===== src/rtl/mips_mem_pkg.sv =====
// Shared definitions for the MIPS-lite data-memory path.
//
// Contents:
//   state_e         - sequencing states of the byte-serial access engine
//   BYTES_PER_WORD  - bytes moved per 32-bit access
//   LAST_CNT        - byte counter value of the final byte of a word
//   byte_lane()     - big-endian byte select: lane 0 is bits [31:24], lane 3 is bits [7:0]
package mips_mem_pkg;

    typedef enum logic [1:0] {
        IDLE  = 2'd0,
        ISSUE = 2'd1,
        DRAIN = 2'd2,
        RESP  = 2'd3
    } state_e;

    localparam int unsigned BYTES_PER_WORD = 4;
    localparam logic [1:0]  LAST_CNT       = 2'(BYTES_PER_WORD - 1);

    // Lane k sits at bit offset 8*(3-k); for a 2-bit k, (3-k) is simply ~k.
    function automatic logic [7:0] byte_lane(input logic [31:0] word, input logic [1:0] k);
        return word[{~k, 3'b000} +: 8];
    endfunction

endpackage


===== src/rtl/dmem_byte_ctrl.sv =====
// Byte-serial data-memory access engine.
//
// Takes one 32-bit load/store per req handshake and turns it into four big-endian
// byte accesses on an 8-bit synchronous single-port RAM (1-cycle read latency).
// The byte at the word address carries bits [31:24]; address arithmetic wraps
// modulo 2^ADDR_W, so unaligned and wrapping words are legal.
//
// Ports:
//   clk, rst_n            clock, asynchronous active-low reset
//   req_valid/req_ready   request handshake; ready only while idle
//   req_we                1 = store word, 0 = load word
//   req_addr, req_wdata   byte address of the MSB byte, store data
//   rsp_valid             one-cycle completion pulse (loads and stores)
//   rsp_rdata             last completed load result, held between loads
//   mem_addr/we/wdata     registered RAM port
//   mem_rdata             RAM read byte, valid the cycle after its address
module dmem_byte_ctrl
    import mips_mem_pkg::*;
#(
    parameter int unsigned ADDR_W = 5
) (
    input  logic              clk,
    input  logic              rst_n,
    input  logic              req_valid,
    output logic              req_ready,
    input  logic              req_we,
    input  logic [ADDR_W-1:0] req_addr,
    input  logic [31:0]       req_wdata,
    output logic              rsp_valid,
    output logic [31:0]       rsp_rdata,
    output logic [ADDR_W-1:0] mem_addr,
    output logic              mem_we,
    output logic [7:0]        mem_wdata,
    input  logic [7:0]        mem_rdata
);

    state_e            state_q, state_d;
    logic [1:0]        cnt_q, cnt_d;
    logic              we_q, we_d;
    logic [ADDR_W-1:0] addr_q, addr_d;
    logic [31:0]       wdata_q, wdata_d;
    // Holds load bytes 0..2; byte 3 is merged straight from mem_rdata in DRAIN.
    logic [23:0]       asm_q, asm_d;
    logic [31:0]       rdata_q, rdata_d;
    logic [ADDR_W-1:0] mem_addr_q, mem_addr_d;
    logic              mem_we_q, mem_we_d;
    logic [7:0]        mem_wdata_q, mem_wdata_d;

    always_comb begin
        state_d     = state_q;
        cnt_d       = cnt_q;
        we_d        = we_q;
        addr_d      = addr_q;
        wdata_d     = wdata_q;
        asm_d       = asm_q;
        rdata_d     = rdata_q;
        mem_addr_d  = mem_addr_q;
        mem_we_d    = mem_we_q;
        mem_wdata_d = mem_wdata_q;

        unique case (state_q)
            IDLE: begin
                if (req_valid) begin
                    we_d        = req_we;
                    addr_d      = req_addr;
                    wdata_d     = req_wdata;
                    // Byte 0 goes onto the RAM port right away.
                    mem_addr_d  = req_addr;
                    mem_we_d    = req_we;
                    mem_wdata_d = byte_lane(req_wdata, 2'd0);
                    cnt_d       = 2'd0;
                    state_d     = ISSUE;
                end
            end

            ISSUE: begin
                // Read data trails the address by one cycle, so byte cnt-1 arrives now.
                if (!we_q && cnt_q != 2'd0) begin
                    asm_d = {asm_q[15:0], mem_rdata};
                end
                if (cnt_q == LAST_CNT) begin
                    mem_we_d = 1'b0;
                    state_d  = we_q ? RESP : DRAIN;
                end else begin
                    cnt_d       = cnt_q + 2'd1;
                    mem_addr_d  = addr_q + ADDR_W'(cnt_q + 2'd1);
                    mem_wdata_d = byte_lane(wdata_q, cnt_q + 2'd1);
                end
            end

            DRAIN: begin
                rdata_d = {asm_q, mem_rdata};
                state_d = RESP;
            end

            RESP: begin
                state_d = IDLE;
            end

            default: begin
                state_d = IDLE;
            end
        endcase
    end

    always_ff @(posedge clk or negedge rst_n) begin
        if (!rst_n) begin
            state_q     <= IDLE;
            cnt_q       <= 2'd0;
            we_q        <= 1'b0;
            addr_q      <= '0;
            wdata_q     <= 32'd0;
            asm_q       <= 24'd0;
            rdata_q     <= 32'd0;
            mem_addr_q  <= '0;
            mem_we_q    <= 1'b0;
            mem_wdata_q <= 8'd0;
        end else begin
            state_q     <= state_d;
            cnt_q       <= cnt_d;
            we_q        <= we_d;
            addr_q      <= addr_d;
            wdata_q     <= wdata_d;
            asm_q       <= asm_d;
            rdata_q     <= rdata_d;
            mem_addr_q  <= mem_addr_d;
            mem_we_q    <= mem_we_d;
            mem_wdata_q <= mem_wdata_d;
        end
    end

    assign req_ready = (state_q == IDLE);
    assign rsp_valid = (state_q == RESP);
    assign rsp_rdata = rdata_q;
    assign mem_addr  = mem_addr_q;
    assign mem_we    = mem_we_q;
    assign mem_wdata = mem_wdata_q;

endmodule


===== config.mk =====
export PLATFORM = sky130hd
export DESIGN_NAME = dmem_byte_ctrl
export DESIGN_NICKNAME = d
export VERILOG_FILES = /design/src/rtl/mips_mem_pkg.sv /design/src/rtl/dmem_byte_ctrl.sv
export SDC_FILE = /design/constraint.sdc
export NUM_CORES = 1
export LEC_CHECK = 0
export BUFFER_PORTS_ARGS = -buffer_cell sky130_fd_sc_hd__buf_2
export CORE_MARGIN = 2
export CORE_UTILIZATION = 42
export DETAILED_ROUTE_END_ITERATION = 8
export PLACE_DENSITY_LB_ADDON = 0.25
export SETUP_SLACK_MARGIN = 0.02
export SYNTH_ARGS = -nofsm -noshare
export SYNTH_HDL_FRONTEND = slang
export SYNTH_SLANG_ARGS = --single-unit

===== constraint.sdc =====
create_clock -name clk -period 2.9 [get_ports clk]
set_input_delay 0 -clock clk [delete_from_list [all_inputs] [get_ports clk]]
set_output_delay 0 -clock clk [all_outputs]
set_load 0.02 [all_outputs]

# == Word-level counts from Yosys, hierarchy flattened ==
# Cells that the tools add are included.
# classes
add_sub_neg,3
multipliers,0
n_div,0
n_lt_le_gt_ge,0
eq_ne,7
shifts,1
mux,16
bitwise_logic,1
reduce_logical,10
# op_table
cell,count
32-bit by 6-bit indexed part select with 8-bit output,1
8-bit two-way mux,2
8-bit case mux with 2 select lines,1
5-bit two-way mux,2
5-bit case mux with 2 select lines,1
2-bit two-way mux,4
2-bit case mux with 4 select lines,1
2-bit == test (second input constant),3
2-bit != test (second input constant),3
2-bit AND reduction,3
3-bit AND reduction,2
5-bit by 3-bit adder with 5-bit output,1
2-bit case mux with 2 select lines,1
2-bit nonzero test,2
2-bit by 1-bit adder with 3-bit output (second input constant),1
1-bit two-way mux,3
2-bit by 1-bit adder with 2-bit output (second input constant),1
2-bit by 1-bit == test with 1-bit output (second input constant),1
2-bit logical NOT,1
2-bit inverter,1
1-bit case mux with 2 select lines,1
1-bit logical AND,1
1-bit logical NOT,1
# totals
reg_bits,112
latch_bits,0
ramBits,0
mem_bits_ro,0
input_bits,49
out_inout_bits,48
word_cells,48
mem_count,0

# == Logic depth before layout (Yosys ltp) ==
# depth
word_depth,5
ltp_mapped,8
ltp_nobuf,7

# == Worst setup path before layout ==
# Ideal clock, no wire load.
# synth_path
kind,reg-to-reg
from,register cnt_q[0]
to,register mem_addr_q[4] (netlist: mem_addr[4])
setup_ps,125
arrival_ps,1882
required_ps,2775
slack_ps,894
path_stages_with_launch,9
path_buffers,1
synth_period_minus_slack_ps,2006
cell_sequence,dfrtp_1 -> buf_2 -> inv_1 -> ha_1 -> fa_1 -> nand3b_1 -> xor2_1 -> a21oi_1 -> mux2_2
# synth_via
elab_chain_len,4
word_cells_on_any_way,7
classes_between,2 x add/sub; 2 x eq/ne; 2 x mux; 1 x reduce/logical
# synth_rtl
element,line,source
start: declaration,dmem_byte_ctrl.sv:38,"logic [1:0] cnt_q, cnt_d;"
start signal: assignment,dmem_byte_ctrl.sv:120,cnt_q <= cnt_d;
2-bit by 1-bit adder with 3-bit output,dmem_byte_ctrl.sv:86,mem_addr_d = addr_q + ADDR_W'(cnt_q + 2'd1);
5-bit by 3-bit adder with 5-bit output,dmem_byte_ctrl.sv:86,
5-bit two-way mux,dmem_byte_ctrl.sv:81,if (cnt_q == LAST_CNT) begin
5-bit case mux with 2 select lines,dmem_byte_ctrl.sv:61,unique case (state_q)
end signal: assignment,dmem_byte_ctrl.sv:126,mem_addr_q <= mem_addr_d;
end: declaration,dmem_byte_ctrl.sv:45,"logic [ADDR_W-1:0] mem_addr_q, mem_addr_d;"
# Several ways; a longest one is shown, not always the timed one. The select of a mux whose other input is x is not followed.
# A chain may end at the register's enable or synchronous reset.

# == Worst setup path in the final report ==
# layout_path
from,register state_q[1]
to,register asm_q[19]
# layout_via
elab_chain_len,2
# layout_rtl
element,line,source
start: declaration,dmem_byte_ctrl.sv:37,"state_e state_q, state_d;"
start signal: assignment,dmem_byte_ctrl.sv:119,state_q <= state_d;
2-bit by 1-bit == test with 1-bit output,dmem_byte_ctrl.sv:61,
2-bit AND reduction (no line),n/a,
end signal: assignment,dmem_byte_ctrl.sv:124,asm_q <= asm_d;
end: declaration,dmem_byte_ctrl.sv:43,"logic [23:0] asm_q, asm_d;"
# No other way between the ends.

==> run summary <==
Worst setup path class = flop to flop
Area grow syn2layout = 30.1%
Number of filler cells placed in the layout = 911
Number of standard cells after synthesis = 341
Leakage Power = 0.00283 uW
Final HPWL DP = 6490 um
Buffers from clock root to sink, at most = 2
Iteration-0 DRC count of the detailed router = 159
Hold Fails Final Rpt = 0
Total overflow reported by the global router = 0
Post-detailed-route count of antenna-violating nets = 0
Endpoint, Worst Hold = mem_we
Clock edge transition at the registers on the reported setup and hold paths = 70 ps
Top library cells by usage in the layout, fill and taps aside = 112 x dfrtp_1, 96 x mux2_2, 95 x buf_2, 47 x dlygate4sd3_1, 24 x a21oi_1
Hold-critical path depth = 3
Synth warnings = 0
Initial standard-cell utilization of the core = 43.5%
Vias = 3127
Antenna violations before repair = 0
Most common library cell in the layout ignoring fill and taps = dfrtp_1
Multi-input logic area = 1850 sq um
Number of levels in the clock H-tree = 3
Crit path time final = 2160 ps
Setup slack on the worst flop-to-flop path = 740 ps
Final max-slew violation count = 0
Tightest slew margin relative to the limit = 52.0%
Antenna fix cells = 0
Tightest Hold Check Type = input port to flop
Worst hold start = req_valid
Port buffer count = 96
Vias in the first global route = 3342
Final Total Pwr = 7470 uW
Slew at the pin closest to its max-slew limit = 720 ps
Worst path arrival time = 2390 ps
Final setup TNS = 0 ps
# Max-Cap Violations = 0
Number of rows in the core area = 38
Part of the Yosys area used for sequential elements = 58.7%
Worst R2R End = asm_q[19]
Global router's overall resource usage = 16.2%
Die Area = 12200 sq um
First-pass iteration count of the detailed router = 4
Fraction of final layout cells sized beyond drive strength 1 = 44.8%
Worst reg2reg startpoint = state_q[1]
Crit Path Max Fanout = 24
Reg2Reg Depth = 7
Via density per instance = 4.96
Yosys reg bits = 112
Worst endpoint required time = 3120 ps
Post-CTS sizing = 0
Total area of sequential cells = 2800 sq um
Setup skew after layout = 6.75 ps
Result of the run = finished, final reports clean
Areal power density over the cells = 1200 nW/um^2
Final-report setup violation count = 0
Sink Count = 112
Final net count = 545
Root Buffer Master = clkbuf_16
TritonCTS clock tree = built
Number of remaining DRC errors = 0
Routed length per instance = 15.3 um
Achievable frequency = 462 MHz
Clock latency on the worst-skew pair = 340 ps
Total CTS buffers = 9
Buffers inserted by post-CTS timing repair = 0
Avg Inst Size Synth = 14.0 sq um
CTS Hold Buffers Added = 47
Die span in y = 111 um
DRT Wirelength = 9680 um
Max rail drop VDD = 492 uV
Core Region = 11000 sq um
Unique masters post-synth = 30
Fin crit share = 74.6%
Die width = 111 um
Unrepaired setup endpoints after global routing = false
Maximum number of pins on one net before global-route repair = 58
Cell area after technology mapping = 4780 sq um
Weighted congestion reported at the end of routability-driven placement = 0.730
Critical path launch point type = flop
Global-route wire length before repair = 16100 um
I/O Pins = 97
Capturing element type of the critical path = flop
Syn_nets = 400
==> cell type report <==
class | instances | area share, %
Clock buffer | 9 | 3.62
Clock inverter | 7 | 1.49
Inverter | 7 | 0.423
Multi-Input combinational cell | 205 | 29.8
Sequential cell | 112 | 45.1
Tap cell | 140 | 2.82
Timing Repair Buffer | 151 | 16.7
==> state kept, by name (all words and copies together) (netlist names) <==
name and flops:
mem_wdata 8, addr_q 5, wdata_q 32, asm_q 24, we_q 1, mem_addr 5
cnt_q 2, rsp_rdata 32, mem_we 1, state_q 2
==> kinds of logic (layout without fill, tap and decap cells) <==
kind of cell | count (synthesis) | in the layout | share of synthesized area [%]
AOI/OAI and AO/OA | 43 | 43 | 5.47
xor gates and xnor gates | 3 | 3 | 0.550
adders and majority gates | 10 | 10 | 2.78
buffers and inverters | 24 | 174 | 2.54
DFF | 112 | 112 | 58.7
muxes | 115 | 115 | 26.6
and+or+nand+nor | 34 | 34 | 3.40
==> power by group <==
group	switching [uW]	leakage [uW]	internal, uW
sequential	447	0.00132	2390
clock	551	0.000160	759
combinational	1720	0.00136	1600
total	2720	0.00283	4750
==> cells in the mapped netlist <==
master	instances	area, sq um
a2111oi_0	1	8.76
a211oi_4	1	20.0
a21oi_1	24	120
a221o_1	1	10.0
a22oi_1	1	7.51
a31oi_1	1	6.26
and2b_4	1	10.0
buf_1	1	3.75
buf_2	10	50.1
buf_4	1	7.51
buf_6	2	22.5
clkbuf_1	3	11.3
dfrtp_1	112	2800
fa_1	1	20.0
ha_1	9	113
inv_1	6	22.5
inv_2	1	3.75
mux2_2	96	1080
mux2i_1	19	190
nand2_1	8	30.0
nand2b_1	1	6.26
nand3b_1	1	7.51
nor2_1	18	67.6
nor2b_1	4	25.0
nor3_4	1	16.3
o21ai_0	3	15.0
o21bai_1	2	15.0
o221ai_1	1	8.76
o22ai_1	8	50.1
xor2_1	3	26.3
==> per-layer routing <==
metal	part of all wire (%)	global-route usage [%]	vias to the layer above
met2	52	27.8	46
li1	-	-	1491
met1	44	20.5	1579
met4	1.5	6.92	0
met3	2.6	2.46	11
met5	0	0	-
==> through the flow <==
stage                     cells  area (sq um)  setup WS (ps)  util [%]  hold WS (ps)
final                       631          6210            736      56.6          53.3
after global routing        631          6210            614      56.6          83.7
after CTS                   631          6210            744      56.6          34.5
after detailed placement    568          5430            752      49.4           106
after global placement      568          5430            837      49.4          98.4
after floorplan             341          4780            894         -          -296
==> worst max-delay path: stages, from the launching register on <==
cell     delay, ps
dfrtp_1        430
inv_1          130
ha_1           150
buf_4          210
inv_2          190
nor3_4         210
buf_4          330
mux2_2         380
==> how the worst max path moves through the flow <==
stage | startpoint | end | slack, ps
5_1_grt | state_q[1] | asm_q[21] | 610
4_1_cts | state_q[1] | asm_q[19] | 740
3_5_place_dp | state_q[1] | asm_q[19] | 750
3_3_place_gp | state_q[0] | wdata_q[22] | 840
2_1_floorplan | cnt_q[0] | mem_addr[4] | 890
6_report | state_q[1] | asm_q[19] | 740
Note: power is estimated with default switching activity, not from simulation.
